===== src/rtl/lsu_ctrl.sv =====
// Load/store controller between the MEM stage and the data-memory port.
// One access at a time: alignment check, doubleword-aligned masked request,
// then sign/zero-extended load data or a store completion to the pipeline.
//
// state | meaning
// IDLE  | ready for a new request
// REQ   | mem_ce high, request held until mem_gnt
// WAIT  | request granted, waiting for mem_rvalid
// RESP  | result (or misalign fault) presented until out_ready
module lsu_ctrl (
   input  logic        clk,
   input  logic        rst,
   input  logic        in_valid,
   output logic        in_ready,
   input  logic        in_we,
   input  logic [1:0]  in_size,
   input  logic        in_unsigned,
   input  logic [63:0] in_addr,
   input  logic [63:0] in_wdata,
   output logic        out_valid,
   input  logic        out_ready,
   output logic [63:0] out_rdata,
   output logic        out_misalign,
   output logic        mem_ce,
   output logic        mem_we,
   output logic [63:0] mem_addr,
   output logic [63:0] mem_wdata,
   output logic [7:0]  mem_wmask,
   input  logic        mem_gnt,
   input  logic        mem_rvalid,
   input  logic [63:0] mem_rdata
);

   typedef enum logic [1:0] {IDLE, REQ, WAIT, RESP} state_t;

   state_t      state, state_nxt;
   logic        we_q, uns_q, misalign_q;
   logic [1:0]  size_q;
   logic [2:0]  off_q;
   logic [63:0] addr_q, wdata_q, rdata_q;
   logic [7:0]  wmask_q;

   logic        misalign;
   logic [7:0]  mask_base;
   logic [63:0] shifted, ext;

   // Alignment check and byte-lane mask for the incoming request
   always_comb begin
      misalign  = 1'b0;
      mask_base = 8'h01;
      case (in_size)
         2'd0: begin misalign = 1'b0;             mask_base = 8'h01; end
         2'd1: begin misalign = in_addr[0];       mask_base = 8'h03; end
         2'd2: begin misalign = |in_addr[1:0];    mask_base = 8'h0F; end
         default: begin misalign = |in_addr[2:0]; mask_base = 8'hFF; end
      endcase
   end

   // Load data: move the addressed lane down, then extend to 64 bits
   always_comb begin
      shifted = mem_rdata >> {off_q, 3'b000};
      ext     = shifted;
      case (size_q)
         2'd0: ext = uns_q ? {56'd0, shifted[7:0]}  : {{56{shifted[7]}},  shifted[7:0]};
         2'd1: ext = uns_q ? {48'd0, shifted[15:0]} : {{48{shifted[15]}}, shifted[15:0]};
         2'd2: ext = uns_q ? {32'd0, shifted[31:0]} : {{32{shifted[31]}}, shifted[31:0]};
         default: ext = shifted;
      endcase
   end

   // State register
   always_ff @(posedge clk) begin
      if (rst) state <= IDLE;
      else     state <= state_nxt;
   end

   // Next-state logic
   always_comb begin
      state_nxt = state;
      case (state)
         IDLE: if (in_valid) state_nxt = misalign ? RESP : REQ;
         REQ:  if (mem_gnt) state_nxt = WAIT;
         WAIT: if (mem_rvalid) state_nxt = RESP;
         RESP: if (out_ready) state_nxt = IDLE;
         default: state_nxt = IDLE;
      endcase
   end

   // Outputs decoded from the state register and latched request fields
   always_comb begin
      in_ready     = (state == IDLE);
      mem_ce       = (state == REQ);
      mem_we       = (state == REQ) && we_q;
      out_valid    = (state == RESP);
      out_misalign = (state == RESP) && misalign_q;
      out_rdata    = rdata_q;
      mem_addr     = addr_q;
      mem_wdata    = wdata_q;
      mem_wmask    = wmask_q;
   end

   // Request capture on accept, load data capture on the memory response
   always_ff @(posedge clk) begin
      if (rst) begin
         we_q       <= 1'b0;
         uns_q      <= 1'b0;
         misalign_q <= 1'b0;
         size_q     <= 2'd0;
         off_q      <= 3'd0;
         addr_q     <= 64'd0;
         wdata_q    <= 64'd0;
         wmask_q    <= 8'd0;
         rdata_q    <= 64'd0;
      end else if (state == IDLE && in_valid) begin
         we_q       <= in_we;
         uns_q      <= in_unsigned;
         misalign_q <= misalign;
         size_q     <= in_size;
         off_q      <= in_addr[2:0];
         addr_q     <= {in_addr[63:3], 3'b000};
         wdata_q    <= in_wdata << {in_addr[2:0], 3'b000};
         wmask_q    <= in_we ? (mask_base << in_addr[2:0]) : 8'd0;
         rdata_q    <= 64'd0;
      end else if (state == WAIT && mem_rvalid && !we_q) begin
         rdata_q    <= ext;
      end
   end

endmodule


===== config.mk =====
export PLATFORM = sky130hd
export DESIGN_NAME = lsu_ctrl
export DESIGN_NICKNAME = d
export VERILOG_FILES = /design/src/rtl/lsu_ctrl.sv
export SDC_FILE = /design/constraint.sdc
export NUM_CORES = 1
export LEC_CHECK = 0
export ABC_AREA = 1
export ABC_CLOCK_PERIOD_IN_PS = 3450
export CAP_MARGIN = 20
export CORE_AREA = 2 2 156 158
export DETAILED_ROUTE_END_ITERATION = 7
export DIE_AREA = 0 0 158 160
export GPL_ROUTABILITY_DRIVEN = 1
export PLACE_DENSITY = 0.78
export SETUP_SLACK_MARGIN = 0.5
export SLEW_MARGIN = 0
export SYNTH_ARGS = -nofsm -noshare
export SYNTH_HDL_FRONTEND = slang
export SYNTH_SLANG_ARGS = --single-unit

===== constraint.sdc =====
create_clock -name clk -period 3.45 [get_ports clk]
set_clock_uncertainty 0.15 [all_clocks]
set_input_delay 0.5175 -clock clk [delete_from_list [all_inputs] [get_ports clk]]
set_output_delay 0.5175 -clock clk [all_outputs]
set_load 0.005 [all_outputs]

After elaboration in Yosys (flattened, before gate mapping). Index checks and enable logic that the tools add are counted.

Shift operators: 3. Reduce and logical (&&, ||, !) cells: 13. Mux-type cells: 13. Equal/unequal tests: 11.

Operators by type and width (number): two-way mux 64 bit (3); case mux 64 bit (3 select lines) (1); left shift 64 x 6 -> 64 bit (1); right shift 64 x 6 -> 64 bit (1); case mux 8 bit (3 select lines) (1); two-way mux 2 bit (5); == test 2 bit, second input constant (4); two-way mux 8 bit (1); case mux 2 bit (4 select lines) (1); left shift 8 x 3 -> 8 bit (1); == test 2 x 1 -> 1 bit, second input constant (3); logical NOT 2 bit (3); logical AND 1 bit (5); inequality test 2 x 1 -> 1 bit, second input constant (2); inequality test 2 bit, second input constant (2); AND reduction 4 bit (1); OR reduction 2 bit (2); case mux 1 bit (3 select lines) (1); OR reduction 3 bit (1); logical NOT 1 bit (1).

Bits in registers: 207. Bits of input ports: 202. Word-level logic and storage cells: 50.

Depth between registers and ports, before layout. Gate-level depths: netlist of the first run.

Depth after elaboration: 5. Depth in mapped cells: 12. Gate-level depth less buffers: 9.

Least setup slack after synthesis of the first run. OpenSTA, ideal clock, no wires.

Kind: register to register. From: reg state[0]. To: reg rdata_q[60], in the netlist out_rdata[60]. Library setup time: 64 ps. Arrival time: 1638 ps. Cell stages (with the launch flop): 10. Period minus slack after synthesis: 1852 ps. Required time: 3236 ps. Slack: 1598 ps. Cells stage by stage: dfxtp_1 -> inv_1 -> ha_1 -> nand2_2 -> inv_2 -> nor2_2 -> buf_2 -> clkbuf_1 -> o21ai_0 -> nor2_1.

Word-level cells in the longest chain between the ends: 3. Elaborated cells between the ends (all ways): 6. Those cells by class: eq/ne: 1; reduce/logical: 5.

RTL lines: start: declaration (RTL line 36) `state_t state, state_nxt;`; start signal: assignment (RTL line 74) `else state <= state_nxt;`; logical NOT 2 bit; net in_ready (RTL line 14) `output logic in_ready,`; logical AND 1 bit (RTL line 114) `end else if (state == IDLE && in_valid) begin`; OR reduction 2 bit (no line); end signal: assignment (RTL line 125) `rdata_q <= ext;`; end: declaration (RTL line 40) `logic [63:0] addr_q, wdata_q, rdata_q;`.

The timed path passes the listed nets, and every way through them passes these cells. A chain may end at the register's enable or synchronous reset.

Final worst setup path of the first run.
From: reg off_q[0]. To: reg rdata_q[39], in the netlist out_rdata[39].

Word-level cells in the longest chain between the ends: 3. Elaborated cells between the ends (all ways): 5. Those cells by class: shift: 1; mux: 4.

RTL lines: start: declaration (RTL line 39) `logic [2:0] off_q;`; start signal: assignment (RTL line 119) `off_q <= in_addr[2:0];`; right shift 64 x 6 -> 64 bit (*) (RTL line 61) `shifted = mem_rdata >> {off_q, 3'b000};`; two-way mux 64 bit (on tied branches) (RTL line 66, 64, 65); case mux 64 bit (3 select lines) (*) (RTL line 63) `case (size_q)`.

Mark *: on every way between the ends. The rest lies on a longest branch, timed or not.

==> results of run 1 <==
-- layout make-up --
| cell class | count | area, um2 |
|---|---|---|
| inverter | 97 | 367 |
| fill | 2165 | 8340 |
| sequential | 207 | 4150 |
| timing repair buffer | 429 | 4260 |
| clock inverter | 12 | 148 |
| tap | 324 | 405 |
| antenna | 1 | 2.50 |
| clock buffer | 29 | 638 |
| multi-input combinational | 1119 | 5510 |
-- flip-flops by register name, summed over array words and instances (netlist names) --
| register | flops |
|---|---|
| mem_addr | 61 |
| mem_wdata | 64 |
| mem_wmask | 8 |
| misalign_q | 1 |
| off_q | 3 |
| out_rdata | 64 |
| size_q | 2 |
| state | 2 |
| uns_q | 1 |
| we_q | 1 |
-- power breakdown --
| part | switching (uW) | internal, uW | total (uW) |
|---|---|---|---|
| clock network | 1030 | 1480 | 2510 |
| registers | 234 | 2740 | 2970 |
| logic | 1810 | 1390 | 3200 |
| total | 3070 | 5610 | 8680 |
-- layer usage --
layer / up-vias / routed length [um] / track usage [%]
li1: 5801 / - / -
met1: 5588 / 16700 / 40.6
met3: 108 / 3840 / 5.40
met2: 717 / 19600 / 52.9
met4: 0 / 1880 / 13.7
met5: - / 0 / 0
-- tightest hold or removal path: stages (launching register included) --
cell	delay [ns]
dfxtp_1	0.33
nand2_1	0.05
o21ai_0	0.05
-- cell families after synthesis --
logic type / count (synthesis)
simple gates: 717
compound gates: 393
buf+inv: 215
flops: 207
fa+ha+maj: 5
mux: 1
other cells: 1
-- how the worst min path moves through the flow --
stage	slack, ns	end	cells past startpoint
6_report	0.31	mem_wmask[2]$_SDFFE_PP0P_	2
3_3_place_gp	0.29	mem_wmask[4]$_SDFFE_PP0P_	2
5_1_grt	0.34	mem_addr[45]$_SDFFE_PP0P_	1
4_1_cts	0.30	mem_wmask[4]$_SDFFE_PP0P_	3
2_1_floorplan	0.29	misalign_q$_SDFFE_PP0P_	1
3_5_place_dp	0.29	mem_wmask[2]$_SDFFE_PP0P_	2
-- placed cells by master (no fill, tap or decap), types with 2 or more instances in the layout --
cell and count:
nand3_2 4, nand2_2 4, a22oi_1 7, a21oi_2 10, inv_1 86, clkinv_4 2, clkinv_2 2, buf_12 3
clkinv_1 2, o21ai_0 170, conb_1 3, a21oi_1 63, clkbuf_1 2, and2_0 3, ha_1 5, clkbuf_16 23
o211ai_1 23, clkdlybuf4s50_1 402, dfxtp_1 206, a31oi_1 5, clkbuf_8 4, a32o_1 4, o21a_1 5, nand2_1 449
nand3_1 116, inv_2 8, o22ai_1 11, nor3_1 2, o21ai_1 8, a22o_1 86, inv_6 2, buf_4 23
nor2_4 3, clkinvlp_4 3, and2_1 3, bufinv_16 2, nor2_1 119, or2_2 11
-- per-stage QoR --
step	instances	util, %	area [um2]
after floorplan	1541	-	10600
after global placement	2176	61.7	14700
after detailed placement	2176	61.7	14700
final	2218	65.0	15500
after CTS	2217	65.0	15500
after global routing	2218	65.0	15500
==> impl_metrics.yaml, run 1 <==
outcome:
  run_status: "finished, final reports clean"
timing:
  final-hold-violation-count: 0
  final_period_minus_worst_setup_slack_ns: 2.60
  timing.max_slew.rel_slack_pct: 51.1
  clock.fmax_ghz: 0.385
  final_min_period_over_clock_period_pct: 75.2
  timing.hold.ws_ns: 0.309
  finalSetupViolCount: 0
  tns_ns: 0
  rsz0062_at_grt: "no"
  timing.final.max_slew_violations: 0
  worst_pin_slew_ns: 0.734
  finalWorstSetupSlack_ns: 0.855
global_routing:
  grt_pass1_vias: 11400
  groute.usage.overall_pct: 31.9
  grt_antenna_before_repair: 1
  grt_pass1_wl_um: 63500
  global_route.overflow_total: 0
  grt_start_max_net_pins: 156
clock_tree:
  cts-hold-fix-buffers: 0
  clk_root_buf: "clkbuf_16"
  clkLatencyLatePin_ns: 0.52
  clkSlewWorstSetupHoldPaths_ns: 0.06
  cts_buffers: 23
  cts_setup_buffers: 0
  tritoncts_clock_tree: "yes"
  cts_max_level: 1
  tritoncts_num_sinks: 207
  cts_buffer_depth: 3
  postCtsResizedCells: 0
drt:
  route.vias.total: 12200
  drc_violation_count_after_routing: 0
  post_dr_vias_cell: 5.51
  postRouteAntennaNets: 0
  drt_pass1_iterations: 8
  finalWirelength_um: 42000
  wl_per_cell_um: 18.9
  drt_iter0_markers: 1135
logic_synthesis:
  synth_xor_area_share_pct: 0
  synth_top_family_by_area: "simple AND/OR/NAND/NOR gates"
  post_synth_num_cell_types: 39
  synth.cell_area_um2: 10600
  synth_compound_area_share_pct: 23.2
  number_of_synthesized_register_bits: 207
  synth_area_per_inst_um2: 6.87
  yosys_warnings: 0
  synth_edf_count: 0
  synthMuxAreaShare_pct: 0.0946
  postSynthCellCount: 1539
  synthDominantAreaCellType: "dfxtp_1"
  synthSimpleGateAreaFrac_pct: 28.0
  postSynth.topFlopCell: "dfxtp_1"
  most_frequent_cell_after_synthesis: "nand2_1"
  post_synth_fa_ha_maj_area_fraction_pct: 0.592
  synth_commonest_cells: "449 x nand2_1, 207 x dfxtp_1, 170 x o21ai_0"
  synthTopCellsByArea: "dfxtp_1 39%, nand2_1 16%, o21ai_0 8.0%, a22o_1 7.1%, nand3_1 5.5%"
  yosysTopAreaCellShare_pct: 39.2
  synth_seq_area_share_pct: 39.2
  postSynth.asyncResetShare_pct: 0
hold_path:
  timing.hold.worst.class: "flop to flop"
  hold_path.startpoint: "mem_wmask[2]$_SDFFE_PP0P_"
setup_path:
  timing.setup.critical_path_class: "flop to flop"
  critical-path-top-delay-family: "simple AND/OR/NAND/NOR gates"
  worst_setup_path_endpoint: "out_rdata[39]$_SDFFE_PP0P_"
  timing.reg2reg.worst_path_depth: 8
  path_buf_inv: 1
  r2r_setup_slack_ns: 0.85
  crit_path_max_fanout: 38
  crit_start: "off_q[0]$_SDFFE_PP0P_"
  r2r_start: "off_q[0]$_SDFFE_PP0P_"
  timing.critical_path.cells: "buf_4, nand2_1, nand3_2, nand3_1, nand3_2, nand3_4, nor2_1, nor2_1"
  reg2reg_to: "out_rdata[39]$_SDFFE_PP0P_"
  worst_ep_arrival_time_ns: 2.85
  crit_slowest_cell: "dfxtp_2"
  cp-end-kind: "flop"
  worst-endpoint-required_ns: 3.71
  kind_of_start_point_of_the_critical_path: "flop"
  cp_slowest_stage_delay_ns: 0.68
  worstSetupPathDepth: 8
placed_design:
  preCtsSetupSlack_ns: 0.667
  place_congestion: 0.980
  dpl.hpwl_um: 31300
  numPortBuffers: 403
floorplanning:
  std_cell_rows: 57
  initial_utilization_pct: 44.4
  ios: 407
  design.core.area_um2: 23800
  die_h_um: 160
  die_w_um: 158
  floorplan.die_area_um2: 25300
final_layout:
  area_growth_from_synthesis_to_layout_pct: 46.4
  num-nets-final: 2084
  post_route_cells_drive_above_1_share_pct: 5.86
pwr:
  peakVddDrop_mv: 0.284
  p_leak_uw: 0.00651
  report.power.total_uw: 8680
  power_density_nw_per_um2: 561
run:
  cap_viol_max_count: 0
Note: power is estimated with default switching activity, not from simulation.
==> run 2: changes to the inputs <==
--- a/config.mk
+++ b/config.mk
@@ -6,13 +6,13 @@
 export NUM_CORES = 1
 export LEC_CHECK = 0
 export ABC_AREA = 1
-export ABC_CLOCK_PERIOD_IN_PS = 3450
+export ABC_CLOCK_PERIOD_IN_PS = 2200
 export CAP_MARGIN = 20
-export CORE_AREA = 2 2 156 158
+export CORE_MARGIN = 2
+export CORE_UTILIZATION = 40
 export DETAILED_ROUTE_END_ITERATION = 7
-export DIE_AREA = 0 0 158 160
 export GPL_ROUTABILITY_DRIVEN = 1
-export PLACE_DENSITY = 0.78
+export PLACE_DENSITY = 0.73
 export SETUP_SLACK_MARGIN = 0.5
 export SLEW_MARGIN = 0
 export SYNTH_ARGS = -nofsm -noshare
==> constraint.sdc (replaced) <==
create_clock -name clk -period 2.2 [get_ports clk]
set_clock_uncertainty 0.15 [all_clocks]
set_input_delay 0.33 -clock clk [delete_from_list [all_inputs] [get_ports clk]]
set_output_delay 0.33 -clock clk [all_outputs]
set_load 0.005 [all_outputs]
==> impl_metrics.yaml, run 2 (synthesis results as in run 1) <==
setup_path:
  r2r_setup_slack_ns: 0.24
  worst_ep_arrival_time_ns: 2.23
  crit_slowest_cell: "dfxtp_4"
  cp-end-kind: "flop"
  timing.critical_path.cells: "buf_12, clkinv_8, ha_4, nand2_8, buf_4, nor2_4, buf_12, buf_6, buf_6, a22oi_1, a21oi_2"
  kind_of_start_point_of_the_critical_path: "flop"
  timing.setup.critical_path_class: "flop to flop"
  worst-endpoint-required_ns: 2.47
  r2r_start: "state[0]$_SDFFE_PP0P_"
  timing.reg2reg.worst_path_depth: 11
  crit_path_max_fanout: 6
  path_buf_inv: 6
  worstSetupPathDepth: 11
  reg2reg_to: "mem_wdata[38]$_SDFFE_PP0P_"
  critical-path-top-delay-family: "buffers and inverters"
  cp_slowest_stage_delay_ns: 0.37
drt:
  wl_per_cell_um: 22.7
  post_dr_vias_cell: 5.77
  drt_pass1_iterations: 6
  finalWirelength_um: 54300
  postRouteAntennaNets: 0
  drc_violation_count_after_routing: 0
  drt_iter0_markers: 1488
  route.vias.total: 13800
placed_design:
  placed_cell_area_um2: 15100
  preCtsSetupSlack_ns: 0.0458
  numPortBuffers: 403
  place_congestion: 0.944
  dpl.hpwl_um: 32700
clock_tree:
  cts-hold-fix-buffers: 0
  cts_buffers: 24
  tritoncts_clock_tree: "yes"
  cts_buffer_depth: 3
  clkSlewWorstSetupHoldPaths_ns: 0.06
  clkLatencyLatePin_ns: 0.54
  tritoncts_num_sinks: 207
  clk_root_buf: "clkbuf_16"
  cts_max_level: 1
timing:
  final_period_minus_worst_setup_slack_ns: 1.96
  timing.hold.ws_ns: 0.167
  rsz0062_at_grt: "yes"
  finalWorstSetupSlack_ns: 0.235
  finalSetupViolCount: 0
  tns_ns: 0
  clock.fmax_ghz: 0.509
  timing.max_slew.rel_slack_pct: 47.7
  timing.final.max_slew_violations: 0
  final-hold-violation-count: 0
  final_min_period_over_clock_period_pct: 89.3
  worst_pin_slew_ns: 0.784
global_routing:
  grt_pass1_vias: 13000
  grt_start_max_net_pins: 65
  grt_antenna_before_repair: 3
  global_route.overflow_total: 0
  grt_pass1_wl_um: 75700
  groute.usage.overall_pct: 34.3
pwr:
  peakVddDrop_mv: 0.756
  power_density_nw_per_um2: 918
  p_leak_uw: 0.0105
floorplanning:
  initial_utilization_pct: 40.7
  die_w_um: 167
  design.core.area_um2: 26000
  ios: 407
  floorplan.die_area_um2: 27800
  die_h_um: 167
  std_cell_rows: 59
final_layout:
  area_growth_from_synthesis_to_layout_pct: 84.8
  final_core_utilization_pct: 75.2
  num-nets-final: 2246
  final_common_cell: "nand2_1"
  most-common-layout-cells: "404 x nand2_1, 199 x clkdlybuf4s50_1, 138 x dfxtp_1, 124 x dlymetal6s2s_1, 93 x nand3_1"
  post_route_cells_drive_above_1_share_pct: 26.6
  finalInstanceArea_um2: 19500
hold_path:
  whs_path_depth: 3
  hold_path.startpoint: "in_addr[1]"
  min_to: "mem_wmask[4]$_SDFFE_PP0P_"
  timing.hold.worst.class: "primary input to flop"
outcome:
  run_status: "finished, final reports clean"
run:
  cap_viol_max_count: 0
[run 2: cell count changes in the layout (fill, tap and decap cells not counted), sizes merged, moves of 3 or more]
| cell | change |
|---|---|
| clkbuf | +19 |
| clkdlybuf4s50 | -203 |
| dlymetal6s2s | +124 |
| clkdlybuf4s15 | +3 |
| buf | +147 |
| clkinv | +3 |
| dlygate4sd2 | +71 |
[run 2: area by class of cell]
class / instances / area (um2)
antenna: 1 / 2.50
timing repair buffer: 585 / 7100
sequential: 207 / 4250
fill: 1767 / 6440
multi-input combinational: 1119 / 6430
tap: 335 / 419
timing repair inverter: 5 / 56.3
clock inverter: 9 / 141
clock buffer: 35 / 722
inverter: 97 / 435
[run 2: where the power goes]
group,internal (uW),leakage [uW],total (uW),switching [uW]
clock network,2640,0.000423,4350,1710
registers,4340,0.00172,4750,413
logic,4390,0.00836,8840,4460
[run 2: worst reg2reg max path: stages, from the launching register on]
cell,delay (ns)
dfxtp_4,0.37
buf_12,0.11
clkinv_8,0.04
ha_4,0.18
nand2_8,0.13
buf_4,0.16
nor2_4,0.04
buf_12,0.15
buf_6,0.12
buf_6,0.12
a22oi_1,0.20
a21oi_2,0.09
[run 2: worst max path at each step]
stage               slack [ns]                  start                         end
floorplan                 0.50  state[0]$_SDFFE_PP0P_   mem_addr[10]$_SDFFE_PP0P_
global placement          0.08               in_valid   out_rdata[7]$_SDFFE_PP0P_
detailed placement        0.05               in_valid   mem_addr[31]$_SDFFE_PP0P_
CTS                       0.24  state[1]$_SDFFE_PP0P_                      mem_we
global route              0.17  state[0]$_SDFFE_PP0P_  mem_wdata[33]$_SDFFE_PP0P_
finish                    0.24  state[0]$_SDFFE_PP0P_  mem_wdata[38]$_SDFFE_PP0P_
[run 2: what timing repair did]
action | 4_1_cts | 5_1_grt
endpoints found under the setup margin | 407 | 339
pin swaps | 60 | 67
gates resized for setup | 392 | 352
buffers inserted | 54 | 32
cloned | 33 | 16
[run 2: per-layer routing]
metal | wire length [um] | GRT usage, % | share of wire, % | up-vias
met5 | 36 | 0 | 0.066 | -
met1 | 19500 | 40.4 | 36 | 6454
li1 | - | - | - | 6144
met2 | 25700 | 58.8 | 47 | 961
met4 | 3440 | 16.5 | 6.3 | 4
met3 | 5550 | 8.10 | 10 | 241
[run 2: per-stage QoR]
stage | power [uW] | cells
after floorplan | 7450 | 1541
final | 17900 | 2393
after global placement | 9990 | 2213
after CTS | 16500 | 2344
after detailed placement | 10000 | 2213
after global routing | 18500 | 2393
